**config.mk**
```make
export PLATFORM = sky130hd
export DESIGN_NAME = shared_vram_arbiter
export DESIGN_NICKNAME = d
export VERILOG_FILES = /design/src/rtl/svram_pkg.sv /design/src/rtl/svram_region_decode.sv /design/src/rtl/shared_vram_arbiter.sv
export SDC_FILE = /design/constraint.sdc
export NUM_CORES = 1
export LEC_CHECK = 0
export BUFFER_PORTS_ARGS = -buffer_cell sky130_fd_sc_hd__buf_4
export CAP_MARGIN = 5
export CORE_ASPECT_RATIO = 1.4
export CORE_MARGIN = 5
export CORE_UTILIZATION = 30
export CTS_CLUSTER_DIAMETER = 150
export CTS_CLUSTER_SIZE = 24
export DETAILED_ROUTE_END_ITERATION = 16
export PLACE_DENSITY = 0.58
export SLEW_MARGIN = 20
export SYNTH_ARGS = -nofsm -noshare
export SYNTH_HDL_FRONTEND = slang
export SYNTH_SLANG_ARGS = --single-unit
```
**constraint.sdc**
```tcl
create_clock -name clk -period 5 [get_ports clk]
set_input_delay 0.75 -clock clk [delete_from_list [all_inputs] [get_ports clk]]
set_output_delay 0.75 -clock clk [all_outputs]
set_load 0.01 [all_outputs]
```
**src/rtl/svram_pkg.sv**
```systemverilog
// Shared video-RAM arbiter: region encodings, region-map entry layout and the default map
// reproducing the original two-CPU PAL decoder.
package svram_pkg;

  localparam int unsigned REG_FRONT = 0;
  localparam int unsigned REG_SIDE  = 1;
  localparam int unsigned REG_BACK1 = 2;

  localparam int unsigned MAP_CPU_W   = 4;
  localparam int unsigned MAP_MATCH_W = 5;
  localparam int unsigned MAP_REG_W   = 4;

  typedef struct packed {
    logic [MAP_CPU_W-1:0]   cpu_idx;
    logic [MAP_MATCH_W-1:0] match;
    logic [MAP_REG_W-1:0]   region_idx;
  } map_entry_t;

  localparam int unsigned MAP_ENTRY_W     = $bits(map_entry_t);
  localparam int unsigned DEFAULT_NUM_MAP = 10;

  typedef enum logic [1:0] {StIdle, StGrant, StRelease} arb_state_e;

  function automatic map_entry_t map_entry(input int unsigned cpu, input logic [4:0] match,
                                           input int unsigned region);
    map_entry_t e;
    e.cpu_idx    = MAP_CPU_W'(cpu);
    e.match      = match;
    e.region_idx = MAP_REG_W'(region);
    return e;
  endfunction

  // match field is A15..A11 of the region base address
  localparam logic [DEFAULT_NUM_MAP*MAP_ENTRY_W-1:0] DEFAULT_MAP = {
    map_entry(1, 5'b11011, REG_BACK1),  // CPU1 D800
    map_entry(1, 5'b11100, REG_BACK1),  // CPU1 E000
    map_entry(1, 5'b11111, REG_SIDE),   // CPU1 F800
    map_entry(1, 5'b11001, REG_FRONT),  // CPU1 C800
    map_entry(1, 5'b11010, REG_FRONT),  // CPU1 D000
    map_entry(0, 5'b11101, REG_BACK1),  // CPU0 E800
    map_entry(0, 5'b11110, REG_BACK1),  // CPU0 F000
    map_entry(0, 5'b11111, REG_SIDE),   // CPU0 F800
    map_entry(0, 5'b11011, REG_FRONT),  // CPU0 D800
    map_entry(0, 5'b11100, REG_FRONT)   // CPU0 E000
  };

endpackage

```
**src/rtl/svram_region_decode.sv**
```systemverilog
// Combinational address decode for one CPU port: matches A15..A11 against the region map
// and reports whether the port requests a shared RAM and which region it hits.
module svram_region_decode
  import svram_pkg::*;
#(
  parameter int unsigned CPU_IDX     = 0,
  parameter int unsigned NUM_REGIONS = 3,
  parameter int unsigned NUM_MAP     = DEFAULT_NUM_MAP,
  parameter logic [NUM_MAP*MAP_ENTRY_W-1:0] MAP = DEFAULT_MAP,
  localparam int unsigned RegW = (NUM_REGIONS > 1) ? $clog2(NUM_REGIONS) : 1
) (
  input  logic            mreq_n_i,
  input  logic            e_addr_i,
  input  logic [4:0]      addr_hi_i,
  output logic            req_o,
  output logic [RegW-1:0] region_o
);

  map_entry_t entry;

  always_comb begin
    req_o    = 1'b0;
    region_o = '0;
    entry    = '0;
    // First matching entry wins; entries naming a non-existent region are ignored
    for (int m = 0; m < NUM_MAP; m++) begin
      entry = map_entry_t'(MAP[m*MAP_ENTRY_W +: MAP_ENTRY_W]);
      if (!req_o && !mreq_n_i && !e_addr_i && entry.cpu_idx == MAP_CPU_W'(CPU_IDX) &&
          entry.match == addr_hi_i && entry.region_idx < MAP_REG_W'(NUM_REGIONS)) begin
        req_o    = 1'b1;
        region_o = entry.region_idx[RegW-1:0];
      end
    end
  end

endmodule

```
**src/rtl/shared_vram_arbiter.sv**
```systemverilog
// Round-robin arbiter for the shared front/side/back video RAMs: decodes each CPU bus,
// grants one owner at a time and drives registered owner select, chip selects and read strobe.
module shared_vram_arbiter
  import svram_pkg::*;
#(
  parameter int unsigned NUM_CPUS    = 2,
  parameter int unsigned NUM_REGIONS = 3,
  parameter int unsigned NUM_MAP     = DEFAULT_NUM_MAP,
  parameter int unsigned ACC_CYCLES  = 2,
  parameter logic [NUM_MAP*MAP_ENTRY_W-1:0] MAP = DEFAULT_MAP,
  localparam int unsigned SelW = (NUM_CPUS > 1) ? $clog2(NUM_CPUS) : 1
) (
  input  logic                    clk,
  input  logic                    reset,
  input  logic [NUM_CPUS-1:0]     mreq_n,
  input  logic [NUM_CPUS-1:0]     e_addr,
  input  logic [NUM_CPUS*5-1:0]   addr_hi,
  input  logic [NUM_CPUS-1:0]     rd_n,
  output logic [SelW-1:0]         sel,
  output logic [NUM_REGIONS-1:0]  cs_n,
  output logic                    vrd_n,
  output logic [NUM_CPUS-1:0]     wait_n
);

  localparam int unsigned RegW = (NUM_REGIONS > 1) ? $clog2(NUM_REGIONS) : 1;
  localparam int unsigned AccW = (ACC_CYCLES > 1) ? $clog2(ACC_CYCLES) : 1;
  localparam logic [AccW-1:0] AccLast = AccW'(ACC_CYCLES - 1);

  logic [NUM_CPUS-1:0] req;
  logic [RegW-1:0]     region [NUM_CPUS];

  for (genvar g = 0; g < NUM_CPUS; g++) begin : g_decode
    svram_region_decode #(
      .CPU_IDX    (g),
      .NUM_REGIONS(NUM_REGIONS),
      .NUM_MAP    (NUM_MAP),
      .MAP        (MAP)
    ) u_decode (
      .mreq_n_i (mreq_n[g]),
      .e_addr_i (e_addr[g]),
      .addr_hi_i(addr_hi[5*g +: 5]),
      .req_o    (req[g]),
      .region_o (region[g])
    );
  end

  arb_state_e            state_q, state_d;
  logic [SelW-1:0]        sel_q, sel_d;
  logic [SelW-1:0]        rr_last_q, rr_last_d;
  logic [NUM_REGIONS-1:0] cs_n_q, cs_n_d;
  logic                   vrd_n_q, vrd_n_d;
  logic [AccW-1:0]        acc_cnt_q, acc_cnt_d;
  logic [RegW-1:0]        reg_q, reg_d;

  logic            found;
  logic [SelW-1:0] winner;
  logic [SelW-1:0] cand;

  // Cyclic search starting just after the last owner
  always_comb begin
    found  = 1'b0;
    winner = '0;
    cand   = '0;
    for (int k = 1; k <= NUM_CPUS; k++) begin
      cand = SelW'((int'(rr_last_q) + k) % NUM_CPUS);
      if (!found && req[cand]) begin
        found  = 1'b1;
        winner = cand;
      end
    end
  end

  always_comb begin
    state_d   = state_q;
    sel_d     = sel_q;
    rr_last_d = rr_last_q;
    cs_n_d    = cs_n_q;
    vrd_n_d   = vrd_n_q;
    acc_cnt_d = acc_cnt_q;
    reg_d     = reg_q;
    unique case (state_q)
      StIdle: begin
        if (found) begin
          state_d   = StGrant;
          sel_d     = winner;
          cs_n_d    = ~(NUM_REGIONS'(1) << region[winner]);
          vrd_n_d   = rd_n[winner];
          acc_cnt_d = '0;
          reg_d     = region[winner];
        end
      end
      StGrant: begin
        // A dropped request or a region change ends the access early
        if (acc_cnt_q == AccLast || !req[sel_q] || region[sel_q] != reg_q) begin
          state_d   = StRelease;
          cs_n_d    = '1;
          vrd_n_d   = 1'b1;
          rr_last_d = sel_q;
        end else begin
          acc_cnt_d = acc_cnt_q + 1'b1;
          vrd_n_d   = rd_n[sel_q];
        end
      end
      StRelease: state_d = StIdle;
      default:   state_d = StIdle;
    endcase
  end

  always_ff @(posedge clk) begin
    if (reset) begin
      state_q   <= StIdle;
      sel_q     <= '0;
      rr_last_q <= SelW'(NUM_CPUS - 1);
      cs_n_q    <= '1;
      vrd_n_q   <= 1'b1;
      acc_cnt_q <= '0;
      reg_q     <= '0;
    end else begin
      state_q   <= state_d;
      sel_q     <= sel_d;
      rr_last_q <= rr_last_d;
      cs_n_q    <= cs_n_d;
      vrd_n_q   <= vrd_n_d;
      acc_cnt_q <= acc_cnt_d;
      reg_q     <= reg_d;
    end
  end

  // WAIT lifts only in the owner's final access cycle
  always_comb begin
    wait_n = '1;
    for (int i = 0; i < NUM_CPUS; i++) begin
      wait_n[i] = ~(req[i] & ~(state_q == StGrant && sel_q == SelW'(i) && acc_cnt_q == AccLast));
    end
  end

  assign sel   = sel_q;
  assign cs_n  = cs_n_q;
  assign vrd_n = vrd_n_q;

endmodule
```
# Word level (Yosys, flattened, before mapping)
# Cells that the tools add are included.
# word_totals
inputBits	18
register_bits	11
wordCells	147
# classes
mux	48
n_addsub	3
n_lt_le_gt_ge	6
bitwise	10
n_eq_ne	15
n_reduce_logical	57
n_shift	1
# op_table
op	n
$eq 5x5->1 const A	10
$logic_and 1x1->1	33
$mux 1	30
$mux 2	12
$logic_not 1->1	14
$lt 1x2->1 const B	4
$reduce_and 2->1	4
$mux 3	2
$ne 2x2->1 const B	3
$pmux 3 s2	1
$reduce_and 3->1	2
$not 1->1	5
$ge 2x2->1 const B	2
$not 1->2	2
$pmux 1 s2	2
$pmux 2 s2	1
$add 1x1->1 const B	3
$not 3->3	1
$shl 1x2->3 const A	1
$and 1x1->1	2
$eq 2x1->1 const B	1
$logic_not 2->1	1
$logic_or 1x1->1	2
$ne 2x2->1	1
$reduce_bool 2->1	1

# Logic depth before layout (Yosys ltp)
# Gate-level depths: netlist of the first run.
# logic_depth
ltp_word	38
depth_mapped	7

# Cells and area by module
# A second synthesis of the first run with hierarchy kept.
# hier_totals
hier_cells	80
area_unflattened_um2	678.2
# modules_own_cells
module	area_each_um2	seq_area_each_um2	cells_per_inst	instances
shared_vram_arbiter	559.3	220.2	64	1
svram_region_decode (g_decode[1].u_decode)	71.3	0.0	10	1
svram_region_decode (g_decode[0].u_decode)	47.5	0.0	6	1

# Worst setup path before layout of the first run
# No wires, ideal clock.
# synth_timing
path_kind	input -> output
startpoint	in addr_hi[6]
endpoint	out wait_n[1]
path_stages	4
t_arrival_ns	1.454
n_path_buf	1
slack_ns	2.796
t_required_ns	4.250
path_cell_list	buf_6 > xor2_1 > o221a_2 > o21ai_0
# synth_via
elab_chain_cells	25
elab_cells_between_ends	29
cone_classes	eq/ne (5); mux (5); bitwise (2); reduce/logical (17)
# synth_lines
item	line_no	source
start: declaration	shared_vram_arbiter.sv:17	input logic [NUM_CPUS*5-1:0] addr_hi,
$eq 5x5->1	svram_region_decode.sv:29	entry.match == addr_hi_i && entry.region_idx < MAP_REG_W'(NUM_REGIONS)) begin
$logic_and 1x1->1	svram_region_decode.sv:28	if (!req_o && !mreq_n_i && !e_addr_i && entry.cpu_idx == MAP_CPU_W'(CPU_IDX) &&
$mux 1	svram_region_decode.sv:28	
$logic_not 1->1	svram_region_decode.sv:28	
$logic_and 1x1->1 (3 in a row)	svram_region_decode.sv:28	
$mux 1	svram_region_decode.sv:28	
$logic_not 1->1	svram_region_decode.sv:28	
$logic_and 1x1->1 (3 in a row)	svram_region_decode.sv:28	
$mux 1	svram_region_decode.sv:28	
$logic_not 1->1	svram_region_decode.sv:28	
$logic_and 1x1->1 (3 in a row)	svram_region_decode.sv:28	
$mux 1	svram_region_decode.sv:28	
$logic_not 1->1	svram_region_decode.sv:28	
$logic_and 1x1->1 (3 in a row)	svram_region_decode.sv:28	
$mux 1 (*)	svram_region_decode.sv:28	
$and 1x1->1 (*)	shared_vram_arbiter.sv:133	wait_n[i] = ~(req[i] & ~(state_q == StGrant && sel_q == SelW'(i) && acc_cnt_q == AccLast));
$not 1->1 (*)	shared_vram_arbiter.sv:133	
end: declaration	shared_vram_arbiter.sv:22	output logic [NUM_CPUS-1:0] wait_n
# Mark *: on every way between the ends. The rest lies on a longest branch, timed or not.

# Worst setup path after layout of the first run
# layout_timing
startpoint	in mreq_n[1]
endpoint	out wait_n[1]
# layout_via
elab_chain_cells	26
# layout_lines
item	line_no	source
start: declaration	shared_vram_arbiter.sv:15	input logic [NUM_CPUS-1:0] mreq_n,
$logic_not 1->1 (*)	n/a	
$logic_and 1x1->1	n/a	
$logic_and 1x1->1	svram_region_decode.sv:28	
$mux 1	svram_region_decode.sv:28	
$logic_not 1->1	svram_region_decode.sv:28	
$logic_and 1x1->1 (3 in a row)	svram_region_decode.sv:28	
$mux 1	svram_region_decode.sv:28	
$logic_not 1->1	svram_region_decode.sv:28	
(+4 left out)	n/a	
$logic_not 1->1	svram_region_decode.sv:28	
$logic_and 1x1->1 (3 in a row)	svram_region_decode.sv:28	
$mux 1	svram_region_decode.sv:28	
$logic_not 1->1	svram_region_decode.sv:28	
$logic_and 1x1->1 (3 in a row)	svram_region_decode.sv:28	
$mux 1 (*)	svram_region_decode.sv:28	
$and 1x1->1 (*)	shared_vram_arbiter.sv:133	
$not 1->1 (*)	shared_vram_arbiter.sv:133	
# Marked as above.

==> results of run 1 <==
[where the power goes]
group / internal (mW) / total, mW / switching [mW]
sequential: 0.0896 / 0.0914 / 0.00186
clock: 0.0308 / 0.0578 / 0.0269
combinational: 0.0184 / 0.0345 / 0.0161
[synth_stat cells, drive strengths merged (3+ instances only)]
library cell  count
dfxtp            11
nand2             9
nor2              8
inv               3
o21ai             5
a22oi             4
nor3              4
mux2i             5
xor2              4
a21oi             7
[logic make-up after synthesis]
kind of cell,Yosys count,share of synthesized area
AOI/OAI and AO/OA,29,0.292
xor gates and xnor gates,4,0.0473
buffers and inverters,6,0.0422
DFF,11,0.297
muxes,5,0.0676
and+or+nand+nor,34,0.253
[sequential cells by signal, indices dropped and copies added (netlist names)]
name       count
cs_n           3
reg_q          2
state_q        2
acc_cnt_q      1
rr_last_q      1
sel            1
vrd_n          1
[final cells by class]
cell class | instances | area (um^2)
clock buffer | 4 | 26.3
fill | 253 | 1420
inverter | 3 | 11.3
multi-input combinational | 72 | 489
sequential | 11 | 220
tap | 34 | 42.5
timing repair buffer | 24 | 180
[metrics by stage]
stage	utilization	cell area (um^2)	setup WS [ps]	total power, mW
floorplan	-	741	2800	0.111
global placement	0.395	943	2560	0.127
detailed placement	0.395	943	2540	0.128
CTS	0.406	970	2540	0.187
global route	0.406	970	2490	0.198
finish	0.406	970	2550	0.184
[worst max-delay path, cell delays in order]
cell	delay, ps
buf_4	100
and4bb_2	360
o221a_2	240
o21ai_0	90
buf_4	150
[per-layer routing]
layer  wire length, um  GRT usage  up-vias
met2               881      0.189       17
met1               724      0.129      337
met3               107     0.0323        4
met5                 0          0        -
li1                  -          -      382
met4                41     0.0721        0
[path summary, 6_finish.rpt]
check	slack, ps	endpoint	cells after the start	startpoint
max	2550	wait_n[1]	5	mreq_n[1]
min	470	reg_q[0]	2	reg_q[0]
max reg2reg	3360	rr_last_q	5	sel
min reg2reg	470	reg_q[0]	2	reg_q[0]
==> summary.md, run 1 <==
| Metric | Value |
|---|---|
| Static Leak | 0.401 nW |
| Largest net degree at the start of global routing | 14 |
| Setup Total Neg Slack | 0 ps |
| Max Cap Violations | 0 |
| Via density | 5.00 |
| N_diodes | 0 |
| Post-synth EDFFs | 0 |
| Post-cts sizing count | 0 |
| Synth top area share | 0.297 |
| Remaining antenna violation count | 0 |
| # port buffers | 24 |
| Post-CTS Setup Repair Bufs | 0 |
| Final hold vios | 0 |
| Synth area leader | dfxtp_1 |
| Final setup fails | 0 |
| Slew at the pin with the worst max-slew slack | 524 ps |
| Clk sinks | 11 |
| Hold slack | 474 ps |
| DRC viols | 0 |
| Fmax | 409 MHz |
| Skew-Pair Late Insertion Delay | 260 ps |
| Final slew viol count | 0 |
| Inserted Clock Buffers | 3 |
| CP Data Required Time | 4250 ps |
| Final period util | 0.489 |
| Area delta synth->final | 30.9% |
| Ys flop type | dfxtp_1 |
| YS warnings | 0 |
| CTS Hold Bufs | 0 |
| Worst VDD drop | 0.109 mV |
| Clk_skew | 0.464 ps |
| Number of global-route vias before repair | 732 |
| Synth unique cells | 33 |
| Avg Cell Area, Syn | 8.32 um^2 |
| Synth Instances | 89 |
| Power Density | 189 nW/um^2 |
| Critical path class | input port to output pin |
| Slew HR | 0.647 |
| Worst-path clk slew | 60 ps |
| Placed insts | 144 |
| Tmin final | 2450 ps |
| Run status | complete, no violations |
| Worst EP arrival | 1700 ps |
| Startpoint types | input port |
| NumNets Final | 133 |
| Floorplan row count | 21 |
| Starting Density | 0.310 |
| First-pass GRT wire length | 3050 um |
| Commonest non-fill, non-tap cell in the layout | buf_4 |
| Routability-driven placement congestion ratio | 0.802 |
| Register area share after synthesis | 0.297 |
| 1st-pass router iterations | 4 |
| Syn_nets | 107 |
| Largest cells by area after synthesis | dfxtp_1 (30%), mux2i_1 (6.8%), a21oi_1 (4.7%) |
| Maximum clock insertion buffer count | 2 |
| Routed WL per cell | 11.9 um |
| Drt total wl | 1750 um |
| GRT overflow | 0 |
| HP Class | flop to flop |
| CTS tree | built |
| Via count | 740 |
| Drt first-iter violations | 21 |
| Netlist Area Pre-Place | 741 um^2 |
| Max FO, Critical Path | 6 |
| Seq cells post-synth | 11 |
| RSZ-0062 raised after global routing | no |
| Area of the core | 2390 um^2 |
| CP Capture Type | output pin |
| Share of layout cells above drive strength 1 | 0.316 |
| Asr flop ratio synth | 0 |
| Most frequent cells in the layout | buf_4 (24), dfxtp_1 (11), nand2_1 (9) |
| CTS Root Cell | clkbuf_4 |
| Cell Count, Final, Fillers Out | 148 |
| Die footprint | 3580 um^2 |
| Die height | 68.8 um |
| H-Tree Depth | 1 |
| I/O pin cnt | 25 |
| Total track usage | 0.115 |
| Horiz. Die Dim | 52.0 um |
| Initial antenna violation count | 0 |
| Hpwl dp | 1460 um |
No activity file was read; power rests on OpenSTA's default activity.
==> run 2: changes to the inputs <==
PLACE_DENSITY = 0.6   (was 0.58)
clock period = 1.98 ns   (was 5 ns; I/O delays follow)
==> run 2 against run 1 <==
  * Design area increased by 2.3%
  * Utilization increased by 0.94 points
  * Non-clock buffer count increased by 3
  * Wire length rose by 4.7%
  * Die area unchanged
  * Combinational power grew to 2.6 times the previous value
  * Hold slack worse by 180 ps
  * Clock skew up 1.3 ps
  * Sequential power grew to 2.5 times the previous value
  * Global-route usage down 0.82 points
==> summary.md, run 2 (synthesis gave the netlist of run 1 again) <==
| Metric | Value |
|---|---|
| NumNets Final | 136 (+2.3%) |
| Comb pwr share | 0.194 (+0.006) |
| Final setup fails | 0 (unchanged) |
| Setup WS post-layout | 299 ps (-2250 ps) |
| CP Data Required Time | 1680 ps (-2570 ps) |
| Worst-path clk slew | 70 ps (about the same) |
| Initial antenna violation count | 0 (unchanged) |
| Power Density | 475 nW/um^2 (+150%) |
| Via density | 4.97 (-0.66%) |
| Hpwl dp | 1500 um (+2.7%) |
| Drt first-iter violations | 11 (-48%) |
| GRT overflow | 0 (unchanged) |
| Slew HR | 0.738 (+0.0910) |
| Clk_skew | 1.78 ps (+1.32 ps) |
| Clk sinks | 11 (unchanged) |
| Floorplan row count | 21 (unchanged) |
| Hold slack | 290 ps (-184 ps) |
| Post-route core utilization | 0.415 (+0.00942) |
| Placed insts | 147 (+2.1%) |
| Slowest-stage cell, CP | dfxtp_1 |
| Psw | 0.119 mW (+170%) |
| Routability-driven placement congestion ratio | 0.736 (-8.2%) |
| Number of global-route vias before repair | 712 (-2.7%) |
| Placement Setup Slack | 28.3 ps (-2510 ps) |
| Remaining antenna violation count | 0 (unchanged) |
| Share of layout cells above drive strength 1 | 0.333 (+0.0175) |
| Maximum clock insertion buffer count | 2 (unchanged) |
| Commonest non-fill, non-tap cell in the layout | buf_4 |
| Int Pwr | 0.353 mW (+150%) |
| Slew at the pin with the worst max-slew slack | 391 ps (-132 ps) |
| Post-CTS Setup Repair Bufs | 0 (unchanged) |
| CTS tree | built |
| CTS Hold Bufs | 0 (unchanged) |
| Inserted Clock Buffers | 3 (unchanged) |
| Crit path cell chain | nor2b_1, nand2_1, o21ai_0, buf_4 |
| Switching Fraction | 0.252 (+0.00828) |
| Number of flip-flops under the largest register name | 3 (unchanged) |
| Area of the core | 2390 um^2 (unchanged) |
| Largest net degree at the start of global routing | 14 (unchanged) |
| Skew-Pair Late Insertion Delay | 260 ps (about the same) |
| CTS Root Cell | clkbuf_4 |
| N_diodes | 0 (unchanged) |
| CP Capture Type | output pin |
| Starting Density | 0.310 (unchanged) |
| Die footprint | 3580 um^2 (unchanged) |
| Max Cap Violations | 0 (unchanged) |
| I/O pin cnt | 25 (unchanged) |
| Total power | 0.472 mW (+160%) |
| Horiz. Die Dim | 52.0 um (unchanged) |
| Die height | 68.8 um (unchanged) |
| Area delta synth->final | 34.0% |
| DRC viols | 0 (unchanged) |
| RSZ-0062 raised after global routing | no |
| First-pass GRT wire length | 2900 um (-5.0%) |
| 1st-pass router iterations | 4 (unchanged) |
| Worst VDD drop | 0.392 mV (+260%) |
| HP Class | input port to flop |
| Placement Cell Area | 966 um^2 (+2.4%) |
| Final period util | 0.849 |
| Cell Count, Final, Fillers Out | 151 (+2.0%) |
| Fmax | 595 MHz |
| Final slew viol count | 0 (unchanged) |
| Critical path class | flop to output pin |
| Total track usage | 0.106 (-0.00816) |
| Startpoint types | flop |
| Drt total wl | 1840 um (+4.7%) |
| Static Leak | 0.416 nW (+3.8%) |
| Worst EP arrival | 1380 ps (-320 ps) |
| Post-cts sizing count | 0 (unchanged) |
| Sequential share of power | 0.488 (-0.010) |
| H-Tree Depth | 1 (unchanged) |
| Run status | complete, no violations |
| Final hold vios | 0 (unchanged) |
| Routed WL per cell | 12.2 um (+2.6%) |
| Final instance area | 992 um^2 (+2.3%) |
| Setup Total Neg Slack | 0 ps (unchanged) |
| Clock power frac | 0.319 (+0.005) |
| Max FO, Critical Path | 6 (unchanged) |
| Most frequent cells in the layout | buf_4 (27), dfxtp_1 (11), nand2_1 (9) |
| # port buffers | 24 (unchanged) |
| Via count | 750 (+1.4%) |
| Tmin final | 1680 ps |
| Slowest stage delay, CP | 410 ps (+50 ps) |
[run 2: changes by cell type in the layout (fill, tap and decap cells not counted), sizes merged]
cell / previous run / this run
buf: 24 / 27
[run 2: power groups by stage]
| stage | combinational [mW] | clock (mW) | sequential [mW] |
|---|---|---|---|
| after global placement | 0.0898 | 0 | 0.235 |
| after detailed placement | 0.0919 | 0 | 0.235 |
| after global routing | 0.100 | 0.171 | 0.231 |
| after floorplan | 0.0453 | 0 | 0.235 |
| after CTS | 0.0922 | 0.156 | 0.230 |
| final | 0.0914 | 0.150 | 0.230 |
[run 2: critical path, delay by kind of cell, from the launching register on]
kind	cells	cell delay, ps
compound gates	1	170
buf+inv	1	150
flops	1	410
simple gates	2	390
[run 2: cell type report]
type	instances	area, um^2
clock buffer	4	26.3
fill	248	1400
inverter	3	11.3
multi-input combinational	72	489
sequential	11	220
tap	34	42.5
timing repair buffer	27	203
[run 2: per-layer routing]
metal,GRT usage,up-vias,part of all wire
li1,-,387,-
met1,0.114,345,0.43
met2,0.193,14,0.51
met3,0.0258,4,0.043
met4,0.0492,0,0.017
met5,0,-,0
[run 2: worst paths after layout]
path / start / to / slack, ps / cells after the start
worst max-delay path: state_q[0] / wait_n[0] / 300 / 4
worst min-delay path: reset / reg_q[1] / 290 / 2
worst max register to register: sel / rr_last_q / 480 / 4
worst min register to register: reg_q[1] / reg_q[1] / 470 / 2
==> run 3: changes to the inputs <==
PLACE_DENSITY = 0.58   (was 0.6)
clock period = 1.7 ns   (was 1.98 ns; I/O delays follow)
==> run 3 against run 2 <==
  * Setup slack lost 220 ps
  * Final cell count grew 7.9%
  * Wire length increased by 6.9%
  * Clock-buffer cell count did not move
  * Global-route usage is 1.6 points higher
  * Flip-flop and latch count unchanged
  * Critical path type is now input port to flop
  * Critical endpoint is now vrd_n
  * Largest power group unchanged
==> summary.md, run 3 (synthesis gave the netlist of run 1 again) <==
| Metric | Value |
|---|---|
| GRT overflow | 0 (unchanged) |
| Commonest non-fill, non-tap cell in the layout | buf_4 |
| # port buffers | 24 (unchanged) |
| Drt total wl | 1960 um (+6.9%) |
| Die footprint | 3580 um^2 (unchanged) |
| Total track usage | 0.123 (+0.0162) |
| Power Density | 511 nW/um^2 (+7.6%) |
| Routed WL per cell | 12.0 um (-0.95%) |
| Remaining antenna violation count | 0 (unchanged) |
| Clock power frac | 0.306 (-0.013) |
| Number of global-route vias before repair | 801 (+13%) |
| First-pass GRT wire length | 3300 um (+14%) |
| Routability-driven placement congestion ratio | 0.787 (+6.9%) |
| Reg-to-reg critical path startpoint | sel |
| Drt first-iter violations | 18 (+7) |
| Most frequent cells in the layout | buf_4 (37), dfxtp_1 (10), nand2_1 (9) |
| Inserted Clock Buffers | 3 (unchanged) |
| Static Leak | 0.478 nW (+15%) |
| Max FO, Critical Path | 4 (-2) |
| Startpoint types | input port |
| Critical path class | input port to flop |
| Share of layout cells above drive strength 1 | 0.411 (+0.0775) |
| Hpwl dp | 1620 um (+8.0%) |
| R2R Setup Slk | 150 ps (-330 ps) |
| Cell Count, Final, Fillers Out | 163 (+7.9%) |
| Reg2reg end | rr_last_q |
| Maximum clock insertion buffer count | 2 (unchanged) |
| Floorplan row count | 21 (unchanged) |
| Number of flip-flops under the largest register name | 3 (unchanged) |
| Clk_skew | 2.72 ps (+0.941 ps) |
| CTS Hold Bufs | 0 (unchanged) |
| CTS Root Cell | clkbuf_4 |
| I/O pin cnt | 25 (unchanged) |
| HP Class | input port to flop |
| Int Pwr | 0.423 mW (+20%) |
| Fmax | 619 MHz |
| Final slew viol count | 0 (unchanged) |
| Area of the core | 2390 um^2 (unchanged) |
| Tmin final | 1620 ps |
| Area delta synth->final | 48.1% |
| Worst-path clk slew | 60 ps (about the same) |
| 1st-pass router iterations | 4 (unchanged) |
| Final hold vios | 0 (unchanged) |
| Switching Fraction | 0.246 (-0.00647) |
| Largest net degree at the start of global routing | 14 (unchanged) |
| CTS tree | built |
| Die height | 68.8 um (unchanged) |
| Slew HR | 0.760 (+0.0216) |
| CP Data Required Time | 1850 ps (+170 ps) |
| RSZ-0062 raised after global routing | no |
| H-Tree Depth | 1 (unchanged) |
| Worst VDD drop | 0.359 mV (-8.4%) |
| Slew at the pin with the worst max-slew slack | 359 ps (-32.3 ps) |
| N_diodes | 0 (unchanged) |
| Sequential share of power | 0.478 (-0.010) |
| Hold Path Sink | sel |
| Run status | complete, no violations |
| Worst EP arrival | 1760 ps (+380 ps) |
| Worst Hold Depth | 2 (unchanged) |
| Via count | 774 (+3.2%) |
| DRC viols | 0 (unchanged) |
| Total power | 0.561 mW (+19%) |
| Psw | 0.138 mW (+16%) |
| Final period util | 0.951 |
| Via density | 4.75 (-4.4%) |
| Max Cap Violations | 0 (unchanged) |
| Starting Density | 0.310 (unchanged) |
| Comb pwr share | 0.215 (+0.021) |
| FF-to-FF path depth | 6 (+2) |
| Initial antenna violation count | 0 (unchanged) |
| Placed insts | 156 (+6.1%) |
| Min-delay src | reset |
| Skew-Pair Late Insertion Delay | 260 ps (about the same) |
| Clk sinks | 11 (unchanged) |
| Final setup fails | 0 (unchanged) |
| CP Capture Type | flop |
| NumNets Final | 148 (+8.8%) |
| Horiz. Die Dim | 52.0 um (unchanged) |
==> run 3: critical path, stage by stage <==
cell and delay, ps:
buf_4 110, and4bb_4 330, buf_4 130, o221ai_2 100, a211o_1 370, nor4_2 260
buf_4 170, a22oi_1 50
==> run 3: final cells by class <==
| cell class | count | area (um^2) |
|---|---|---|
| clock buffers | 4 | 26.3 |
| fillers | 252 | 1290 |
| inverters | 3 | 11.3 |
| multi-input cells | 72 | 495 |
| flip-flops and latches | 11 | 221 |
| well taps | 34 | 42.5 |
| repair buffers | 39 | 300 |
==> run 3: repair_timing <==
item                       4_1_cts  5_1_grt
setup buffers                    0        3
setup endpoints to repair        0        3
resized for setup                0        5
==> run 3: how the worst max path moves through the flow <==
stage          startpoint   endpoint  slack (ps)  cells past startpoint
2_1_floorplan   e_addr[0]  rr_last_q           9                      6
3_3_place_gp    e_addr[0]    cs_n[2]        -140                      7
3_5_place_dp    e_addr[0]  rr_last_q        -170                      7
4_1_cts        state_q[0]  wait_n[0]          90                      4
5_1_grt         mreq_n[0]  rr_last_q           3                      8
6_report        e_addr[1]      vrd_n          80                      8
==> run 3: power groups by stage <==
stage	clock network, mW	registers [mW]	logic, mW
2_1_floorplan	0	0.274	0.0528
3_3_place_gp	0	0.274	0.113
3_5_place_dp	0	0.274	0.116
4_1_cts	0.183	0.268	0.117
5_1_grt	0.195	0.269	0.134
6_report	0.172	0.268	0.121
==> run 3: through the flow <==
| step | cell area (um^2) | TNS, ps | worst slack (ps) | hold slack (ps) | util |
|---|---|---|---|---|---|
| after floorplan | 741 | 0 | 9.33 | 448 | - |
| after global placement | 1030 | -1060 | -145 | 463 | 0.432 |
| after detailed placement | 1030 | -1140 | -170 | 477 | 0.432 |
| after CTS | 1060 | 0 | 87.3 | 240 | 0.443 |
| after global routing | 1100 | 0 | 3.15 | 256 | 0.459 |
| final | 1100 | 0 | 83.9 | 242 | 0.459 |
==> run 3: per-layer routing <==
layer	vias to the layer above	wire length, um	GRT usage
met5	-	0	0
met4	0	40	0.0689
met3	5	86	0.0172
met2	16	1050	0.219
met1	341	790	0.138
li1	412	-	-
